--- src/rtl/mig_reset_sequencer_pkg.sv ---
// rtl/mig_reset_sequencer_pkg.sv - shared state encodings and default timing for the MIG reset sequencer
package mig_reset_sequencer_pkg;

  typedef enum logic [2:0] {
    ST_IDLE  = 3'd0,
    ST_HOLD  = 3'd1,
    ST_CALIB = 3'd2,
    ST_READY = 3'd3,
    ST_ERROR = 3'd4
  } mig_seq_state_t;

  // Defaults assume a 100 MHz i_Clock: 200 us hold, 100 ms calibration limit
  localparam int DEF_COUNTER_WIDTH        = 24;
  localparam int DEF_HOLD_CYCLES          = 20000;
  localparam int DEF_CALIB_TIMEOUT_CYCLES = 10000000;
  localparam int DEF_MAX_RETRIES          = 3;

endpackage

--- src/rtl/mig_reset_sequencer.sv ---
// rtl/mig_reset_sequencer.sv - MIG reset hold, calibration wait, retry and error sequencing
module mig_reset_sequencer
  import mig_reset_sequencer_pkg::*;
#(
  parameter int COUNTER_WIDTH        = DEF_COUNTER_WIDTH,
  parameter int HOLD_CYCLES          = DEF_HOLD_CYCLES,
  parameter int CALIB_TIMEOUT_CYCLES = DEF_CALIB_TIMEOUT_CYCLES,
  parameter int MAX_RETRIES          = DEF_MAX_RETRIES
) (
  input  logic       i_Clock,
  input  logic       i_Reset,
  input  logic       i_Clk_Locked,
  input  logic       i_Calib_Complete,
  output logic       o_Mig_Reset,
  output logic       o_System_Reset,
  output logic       o_Ready,
  output logic       o_Error,
  output logic [1:0] o_Retry_Count,
  output logic [2:0] o_State
);

  localparam int MAX_CYC = (HOLD_CYCLES > CALIB_TIMEOUT_CYCLES) ? HOLD_CYCLES : CALIB_TIMEOUT_CYCLES;
  localparam logic [COUNTER_WIDTH-1:0] HOLD_LAST  = COUNTER_WIDTH'(HOLD_CYCLES - 1);
  localparam logic [COUNTER_WIDTH-1:0] CALIB_LAST = COUNTER_WIDTH'(CALIB_TIMEOUT_CYCLES - 1);
  localparam logic [COUNTER_WIDTH-1:0] CNT_SAT    = '1;
  localparam logic [1:0]               RETRY_MAX  = 2'(MAX_RETRIES);

  // The shared counter must be able to represent the longest interval
  if ((64'd1 << COUNTER_WIDTH) <= 64'(MAX_CYC)) begin : g_width_check
    $error("COUNTER_WIDTH too small for HOLD_CYCLES / CALIB_TIMEOUT_CYCLES");
  end

  // Flops power up at their reset values
  mig_seq_state_t           state_q   = ST_IDLE;
  logic [COUNTER_WIDTH-1:0] cnt_q     = '0;
  logic [1:0]               retry_q   = 2'd0;
  logic                     mig_rst_q = 1'b0;
  logic                     sys_rst_q = 1'b1;
  logic                     ready_q   = 1'b0;
  logic                     error_q   = 1'b0;

  mig_seq_state_t           state_d;
  logic [COUNTER_WIDTH-1:0] cnt_d;
  logic [1:0]               retry_d;
  logic                     mig_rst_d;
  logic                     sys_rst_d;
  logic                     ready_d;
  logic                     error_d;
  logic [COUNTER_WIDTH-1:0] cnt_inc;
  logic                     go_idle;
  logic                     go_fail;

  // Next-state and registered-output computation
  always_comb begin
    state_d   = state_q;
    cnt_d     = cnt_q;
    retry_d   = retry_q;
    mig_rst_d = mig_rst_q;
    sys_rst_d = sys_rst_q;
    ready_d   = ready_q;
    error_d   = error_q;
    go_idle   = 1'b0;
    go_fail   = 1'b0;
    cnt_inc   = (cnt_q == CNT_SAT) ? cnt_q : cnt_q + 1'b1;

    case (state_q)
      ST_IDLE: begin
        if (i_Clk_Locked) begin
          state_d = ST_HOLD;
          cnt_d   = '0;
        end
      end
      ST_HOLD: begin
        if (!i_Clk_Locked) begin
          go_idle = 1'b1;
        end else if (cnt_q == HOLD_LAST) begin
          state_d   = ST_CALIB;
          cnt_d     = '0;
          mig_rst_d = 1'b1;
        end else begin
          cnt_d = cnt_inc;
        end
      end
      ST_CALIB: begin
        // Completion is tested before the timeout so it wins a tie
        if (!i_Clk_Locked) begin
          go_idle = 1'b1;
        end else if (i_Calib_Complete) begin
          state_d   = ST_READY;
          cnt_d     = '0;
          sys_rst_d = 1'b0;
          ready_d   = 1'b1;
        end else if (cnt_q == CALIB_LAST) begin
          go_fail = 1'b1;
        end else begin
          cnt_d = cnt_inc;
        end
      end
      ST_READY: begin
        if (!i_Clk_Locked) begin
          go_idle = 1'b1;
        end else if (!i_Calib_Complete) begin
          go_fail = 1'b1;
        end
      end
      ST_ERROR: begin
        state_d = ST_ERROR;
      end
      default: begin
        go_idle = 1'b1;
      end
    endcase

    // Calibration lost or timed out: re-hold while retries remain, else give up
    if (go_fail) begin
      cnt_d     = '0;
      mig_rst_d = 1'b0;
      sys_rst_d = 1'b1;
      ready_d   = 1'b0;
      if (retry_q < RETRY_MAX) begin
        state_d = ST_HOLD;
        retry_d = retry_q + 2'd1;
      end else begin
        state_d = ST_ERROR;
        error_d = 1'b1;
      end
    end

    if (go_idle || i_Reset) begin
      state_d   = ST_IDLE;
      cnt_d     = '0;
      retry_d   = 2'd0;
      mig_rst_d = 1'b0;
      sys_rst_d = 1'b1;
      ready_d   = 1'b0;
      error_d   = 1'b0;
    end
  end

  // State, counters and outputs register
  always_ff @(posedge i_Clock) begin
    state_q   <= state_d;
    cnt_q     <= cnt_d;
    retry_q   <= retry_d;
    mig_rst_q <= mig_rst_d;
    sys_rst_q <= sys_rst_d;
    ready_q   <= ready_d;
    error_q   <= error_d;
  end

  assign o_Mig_Reset    = mig_rst_q;
  assign o_System_Reset = sys_rst_q;
  assign o_Ready        = ready_q;
  assign o_Error        = error_q;
  assign o_Retry_Count  = retry_q;
  assign o_State        = state_q;

endmodule

--- config.mk ---
export PLATFORM = sky130hd
export DESIGN_NAME = mig_reset_sequencer
export DESIGN_NICKNAME = d
export VERILOG_FILES = /design/src/rtl/mig_reset_sequencer_pkg.sv /design/src/rtl/mig_reset_sequencer.sv
export SDC_FILE = /design/constraint.sdc
export NUM_CORES = 1
export LEC_CHECK = 0
export CORE_MARGIN = 3
export CORE_UTILIZATION = 62
export DETAILED_ROUTE_END_ITERATION = 12
export PLACE_DENSITY = 0.83
export SYNTH_ARGS = -nofsm -noshare
export SYNTH_HDL_FRONTEND = slang
export SYNTH_SLANG_ARGS = --single-unit
--- constraint.sdc ---
create_clock -name i_Clock -period 6.1 [get_ports i_Clock]
set_input_delay 1.22 -clock i_Clock [delete_from_list [all_inputs] [get_ports i_Clock]]
set_output_delay 1.22 -clock i_Clock [all_outputs]
set_load 0.05 [all_outputs]
==> results of run 1 <==
stage by stage:
step	setup WS, ns	total power, mW	util	hold slack (ns)
2_1_floorplan	3.55	0.244	-	0.475
3_3_place_gp	2.45	0.249	0.700	0.446
3_5_place_dp	2.30	0.250	0.700	0.438
4_1_cts	2.68	0.389	0.725	0.460
5_1_grt	2.47	0.404	0.725	0.486
6_report	2.65	0.385	0.725	0.455
tightest hold or removal path, delay by kind of cell (launching register included):
kind	cells	cell delay [ns]
DFF	1	0.32
AOI/OAI and AO/OA	1	0.05
buffers and inverters	1	0.05
Yosys cell counts (2+ instances only):
| cell type | n |
|---|---|
| a21oi_1 | 6 |
| and3_1 | 11 |
| and4_1 | 2 |
| buf_2 | 4 |
| buf_4 | 2 |
| clkbuf_1 | 4 |
| dfxtp_1 | 33 |
| ha_1 | 2 |
| inv_1 | 5 |
| mux2i_1 | 2 |
| nand2_1 | 12 |
| nand2b_1 | 3 |
| nand3_1 | 10 |
| nand4_1 | 17 |
| nor2_1 | 34 |
| nor2b_1 | 2 |
| nor3_1 | 7 |
| nor4_2 | 2 |
| nor4b_1 | 3 |
| o21ai_0 | 3 |
| o21ai_2 | 2 |
| xnor2_1 | 3 |
| xor2_1 | 19 |
placed cells by master, fill, tap and decap left out, types with 3 or more instances in the layout:
cell type        netlist  final
a21oi_1                6      6
and3_1                11     11
clkbuf_4               0      5
clkdlybuf4s50_1        0     12
dfxtp_1               33     33
inv_1                  5      5
nand2_1               12     12
nand2b_1               3      3
nand3_1               10     10
nand4_1               17     17
nor2_1                34     34
nor3_1                 7      7
nor4b_1                3      3
o21ai_0                3      3
xnor2_1                3      3
xor2_1                19     19
state kept, by name (all words and copies together), names as in the netlist:
name,flops
o_System_Reset,1
cnt_q,24
o_Mig_Reset,1
o_Error,1
o_State,3
o_Retry_Count,2
o_Ready,1
metal layers:
| metal | part of all wire | GRT usage | vias up |
|---|---|---|---|
| met5 | 0 | 0 | - |
| met4 | 0.014 | 0.0743 | 0 |
| met3 | 0.064 | 0.0851 | 6 |
| met2 | 0.51 | 0.437 | 53 |
| met1 | 0.42 | 0.283 | 758 |
| li1 | - | - | 788 |
final timing paths:
path	startpoint	to	slack [ns]	cells past startpoint
max	i_Clk_Locked	cnt_q[2]	2.65	7
min	o_Ready	o_Ready	0.45	2
min reg2reg	o_Ready	o_Ready	0.45	2
max reg2reg	cnt_q[0]	cnt_q[13]	3.36	7
power groups by stage:
stage / sequential [mW] / combinational [mW] / clock [mW]
2_1_floorplan: 0.227 / 0.0166 / 0
3_3_place_gp: 0.224 / 0.0249 / 0
3_5_place_dp: 0.224 / 0.0257 / 0
4_1_cts: 0.219 / 0.0258 / 0.144
6_report: 0.219 / 0.0259 / 0.139
5_1_grt: 0.220 / 0.0285 / 0.155
area by class of cell:
cell class | instances | share of cell area
inverter | 5 | 0.00931
tap | 31 | 0.0192
clock inverter | 1 | 0.00248
sequential | 33 | 0.328
timing repair buffer | 12 | 0.0596
multi-input combinational | 166 | 0.550
clock buffer | 7 | 0.0323
logic make-up after synthesis:
family,Yosys count,synth area share
xor+xnor,22,0.105
mux,2,0.0109
compound gates,20,0.0885
flops,33,0.359
buf+inv,15,0.0374
fa+ha+maj,2,0.0136
simple gates,120,0.385
==> flow_summary_export.csv, run 1 <==
group,metric,value,unit
layout,nFillCells,214,
clock_network,clkSlewWorstSetupHoldPaths,0.10,ns
clock_network,clockBufferDepth,2,
layout,instances_no_fill,255,
synthesis,ys.warnings.count,0,
timing,hold_violations,0,
die,initial_core_util,0.661,
layout,fin_nets,229,
drt,post_drt_wl_per_cell,15.4,um
drt,drc,0,
timing,fin_worst_skew,0.0102,ns
worst_setup_path,cp_top_family,"simple AND/OR/NAND/NOR gates",
synthesis,yosysSeqAreaShare,0.359,
drt,ant_nets,0,
power,p_int,292,uW
synthesis,yosys-top-cells-area,"dfxtp_1 (36%), xor2_1 (9.1%), nor2_1 (6.9%)",
layout,final_area,2020,um^2
clock_network,cts_buffers,5,
worst_setup_path,cpMaxStageDelayCell,"nor2b_1",
synthesis,yosysTopAreaCell,"dfxtp_1",
worst_setup_path,end_kind,"flop",
synthesis,syn_area_per_cell,8.59,um^2
layout,area.growth.synth_to_final,9.73,%
power,pwr-share-seq,0.570,
clock_network,cts_root_buffer,"clkbuf_4",
synthesis,syn_area,1840,um^2
global_routing,antenna_found_initial,0,
global_routing,grt_max_degree,24,
synthesis,ys_ff_latch,33,
worst_setup_path,crit_chain,"clkdlybuf4s50_1 -> nor2b_1 -> o21bai_1 -> nor2_1 -> o21ai_2 -> a31o_2 -> nor2_1",
power,power.leakage,0.679,nW
clock_network,cts_tree,"done",
synthesis,synth_top_area_frac,0.359,
placed_design,gp_congestion,0.898,
clock_network,h-tree-depth,2,
clock_network,post_cts_buffers,0,
synthesis,synthCells,214,
die,core_area,2780,um^2
global_routing,grt_pass1_vias,1500,
placed_design,placed_cell_area,1950,um^2
drt,vias_per_cell,6.29,
clock_network,cts_sinks,33,
timing,setup_viol,0,
timing,tns,0,ns
global_routing,grt-ovfl-total,0,
timing,drv_slew,0,
timing,tightest_slew,1.01,ns
synthesis,synth_edf_count,0,
power,p_clk_frac,0.362,
placed_design,io_buffers,12,
global_routing,track_usage,0.248,
drt,vias,1605,
worst_setup_path,worst_path_most_repeated_cell,"nor2_1",
worst_setup_path,crit_arrival,3.73,ns
timing,min_period,3.45,ns
die,die_w,60.4,um
clock_network,ctsResizeCount,0,
flow_run,maxCapViolations,0,
die,die_area,3650,um^2
global_routing,grt_pass1_wl,6710,um
synthesis,yosysUniqueCellTypes,49,
power,swShare,0.241,
layout,antenna_cells,0,
placed_design,hpwl,2840,um
worst_setup_path,cp-start-kind,"input port",
worst_setup_path,critPathMaxFanout,23,
synthesis,synth-main-ff-cell,"dfxtp_1",
die,dieHeight,60.4,um
worst_setup_path,crit_buf_inv,1,
drt,first_pass_iters,4,
power,vdd_drop_max,0.000237,V
timing,period_share,0.565,
worst_setup_path,max_stage_delay,0.80,ns
clock_network,clk-insertion-delay-late,0.34,ns
timing,rsz0062_at_grt,"no",
hold_path,hp-class,"reg2reg",
layout,regArea,661,um^2
die,num_io_pins,13,
synthesis,ys_async_sr_fraction,0,
worst_setup_path,cp_data_required_time,6.38,ns
synthesis,synth_nets,220,
drt,drt_iter0_drc,71,
layout,drive_gt1_frac,0.112,
worst_setup_path,critical_path_class,"in2reg",
power,pwr-share-comb,0.067,
run_status,outcome,"finished clean",
die,fp-row-count,19,
power,power_density,191,nW/um^2
power,switchingPower,92.6,uW
clock_network,postCtsHoldBufs,0,
drt,wl,3930,um
timing,slew_headroom,0.328,
timing,max_freq,0.290,GHz
placed_design,dp.cells,247,
layout,multi_input_area,1110,um^2
Note: power is estimated with default switching activity, not from simulation.
==> inputs of run 2 (changes only) <==
- CORE_UTILIZATION: 62 -> 58
- PLACE_DENSITY: 0.83 -> 0.79
- clock period: 6.1 -> 3.6 ns (I/O delays scaled with it)
==> run 2 against run 1 <==
Effect of this change: wire length increased by 1.1%; critical path depth rose by 1; highest routed layer unchanged; worst setup slack worse by 1.6 ns; clock skew hardly changed; largest cell class unchanged; hold slack worse by 0.0024 ns; power up 64%; register-to-register slack worse by 2.2 ns; largest power group unchanged.
==> flow_summary_export.csv, run 2 (synthesis gave the netlist of run 1 again) <==
group,metric,value,unit
drt,ant_nets,0,
layout,area.growth.synth_to_final,10.5,%
clock_network,cts_sinks,33,
global_routing,antenna_found_initial,0,
layout,largest_register,"cnt_q",
clock_network,cts_buffers,5,
timing,hold_violations,0,
die,fp-row-count,19,
layout,largest_reg_flops,24,
clock_network,post_cts_buffers,0,
clock_network,postCtsHoldBufs,0,
worst_setup_path,end_kind,"flop",
flow_run,maxCapViolations,0,
hold_path,hp-class,"reg2reg",
timing,min_period,2.57,ns
drt,vias_per_cell,5.88,
timing,rsz0062_at_grt,"no",
worst_setup_path,cp_data_required_time,3.83,ns
worst_setup_path,critical_path_class,"in2reg",
drt,drt_iter0_drc,105,
timing,slew_headroom,0.632,
die,die_w,62.3,um
run_status,outcome,"finished clean",
layout,final_cell_mix,"nor2_1 (34), dfxtp_1 (33), xor2_1 (19), nand4_1 (17)",
global_routing,grt_pass1_vias,1432,
layout,layout_commonest_cell,"nor2_1",
drt,vias,1570,
timing,max_freq,0.389,GHz
drt,drc,0,
drt,first_pass_iters,4,
die,die_area,3880,um^2
die,num_io_pins,13,
clock_network,clkSlewWorstSetupHoldPaths,0.10,ns
global_routing,track_usage,0.215,
global_routing,grt_pass1_wl,6730,um
power,total_power,631,uW
timing,tns,0,ns
power,power.leakage,0.678,nW
die,dieHeight,62.3,um
placed_design,hpwl,2890,um
global_routing,grt_max_degree,24,
clock_network,h-tree-depth,2,
die,core_area,2880,um^2
clock_network,cts_root_buffer,"clkbuf_4",
power,power_density,311,nW/um^2
layout,antenna_cells,0,
timing,setup_ws,1.03,ns
timing,tightest_slew,0.551,ns
power,vdd_drop_max,0.000247,V
placed_design,dpl_worst_slack,0.685,ns
hold_path,holdPathStages,2,
worst_setup_path,critPathMaxFanout,13,
drt,post_drt_wl_per_cell,14.9,um
layout,drive_gt1_frac,0.111,
clock_network,ctsResizeCount,0,
clock_network,clk-insertion-delay-late,0.35,ns
worst_setup_path,cp-start-kind,"input port",
die,initial_core_util,0.639,
global_routing,grt-ovfl-total,0,
clock_network,cts_tree,"done",
drt,wl,3970,um
timing,drv_slew,0,
timing,fin_worst_skew,0.0105,ns
placed_design,io_buffers,12,
worst_setup_path,crit_arrival,2.80,ns
layout,fin_nets,231,
worst_setup_path,r2r_cells,8,
placed_design,gp_congestion,0.972,
clock_network,clockBufferDepth,2,
timing,period_share,0.714,
timing,setup_viol,0,
## run 2: metal layers
metal	GRT usage	vias up	routed length [um]
met5	0	-	0
met4	0.105	0	80
met3	0.0468	9	210
met2	0.328	43	1840
met1	0.287	734	1840
li1	-	784	-
## run 2: worst max-delay path: stages
cell	delay, ns
clkdlybuf4s50_1	0.51
nand2b_1	0.17
and4b_1	0.22
a21boi_2	0.38
buf_4	0.27
nor4b_1	0.31
xnor2_1	0.16
nor2_1	0.06
## run 2: path summary, 6_finish.rpt
check	startpoint	to	slack [ns]
hold / removal	o_Ready	o_Ready	0.45
setup reg to reg	cnt_q[0]	cnt_q[12]	1.17
hold reg to reg	o_Ready	o_Ready	0.45
setup / recovery	i_Calib_Complete	cnt_q[12]	1.03
## run 2: where the power goes
group | leakage (nW) | switching [mW] | internal, mW
Clock | 0.0314 | 0.122 | 0.0920
Sequential | 0.266 | 0.00411 | 0.368
Combinational | 0.380 | 0.0303 | 0.0151
## run 2: metrics by stage
| stage | instances | utilization | cell area (um^2) | hold slack (ns) |
|---|---|---|---|---|
| 2_1_floorplan | 214 | - | 1840 | 0.475 |
| 3_3_place_gp | 260 | 0.687 | 1980 | 0.433 |
| 3_5_place_dp | 260 | 0.687 | 1980 | 0.440 |
| 4_1_cts | 267 | 0.706 | 2030 | 0.454 |
| 5_1_grt | 267 | 0.706 | 2030 | 0.486 |
| 6_report | 267 | 0.706 | 2030 | 0.452 |
## run 2: layout make-up
class | count | area, um^2
clock buffers | 7 | 55.1
flip-flops and latches | 33 | 661
repair buffers | 14 | 135
inverters | 5 | 18.8
multi-input cells | 166 | 1110
well taps | 42 | 52.6
fillers | 241 | 846
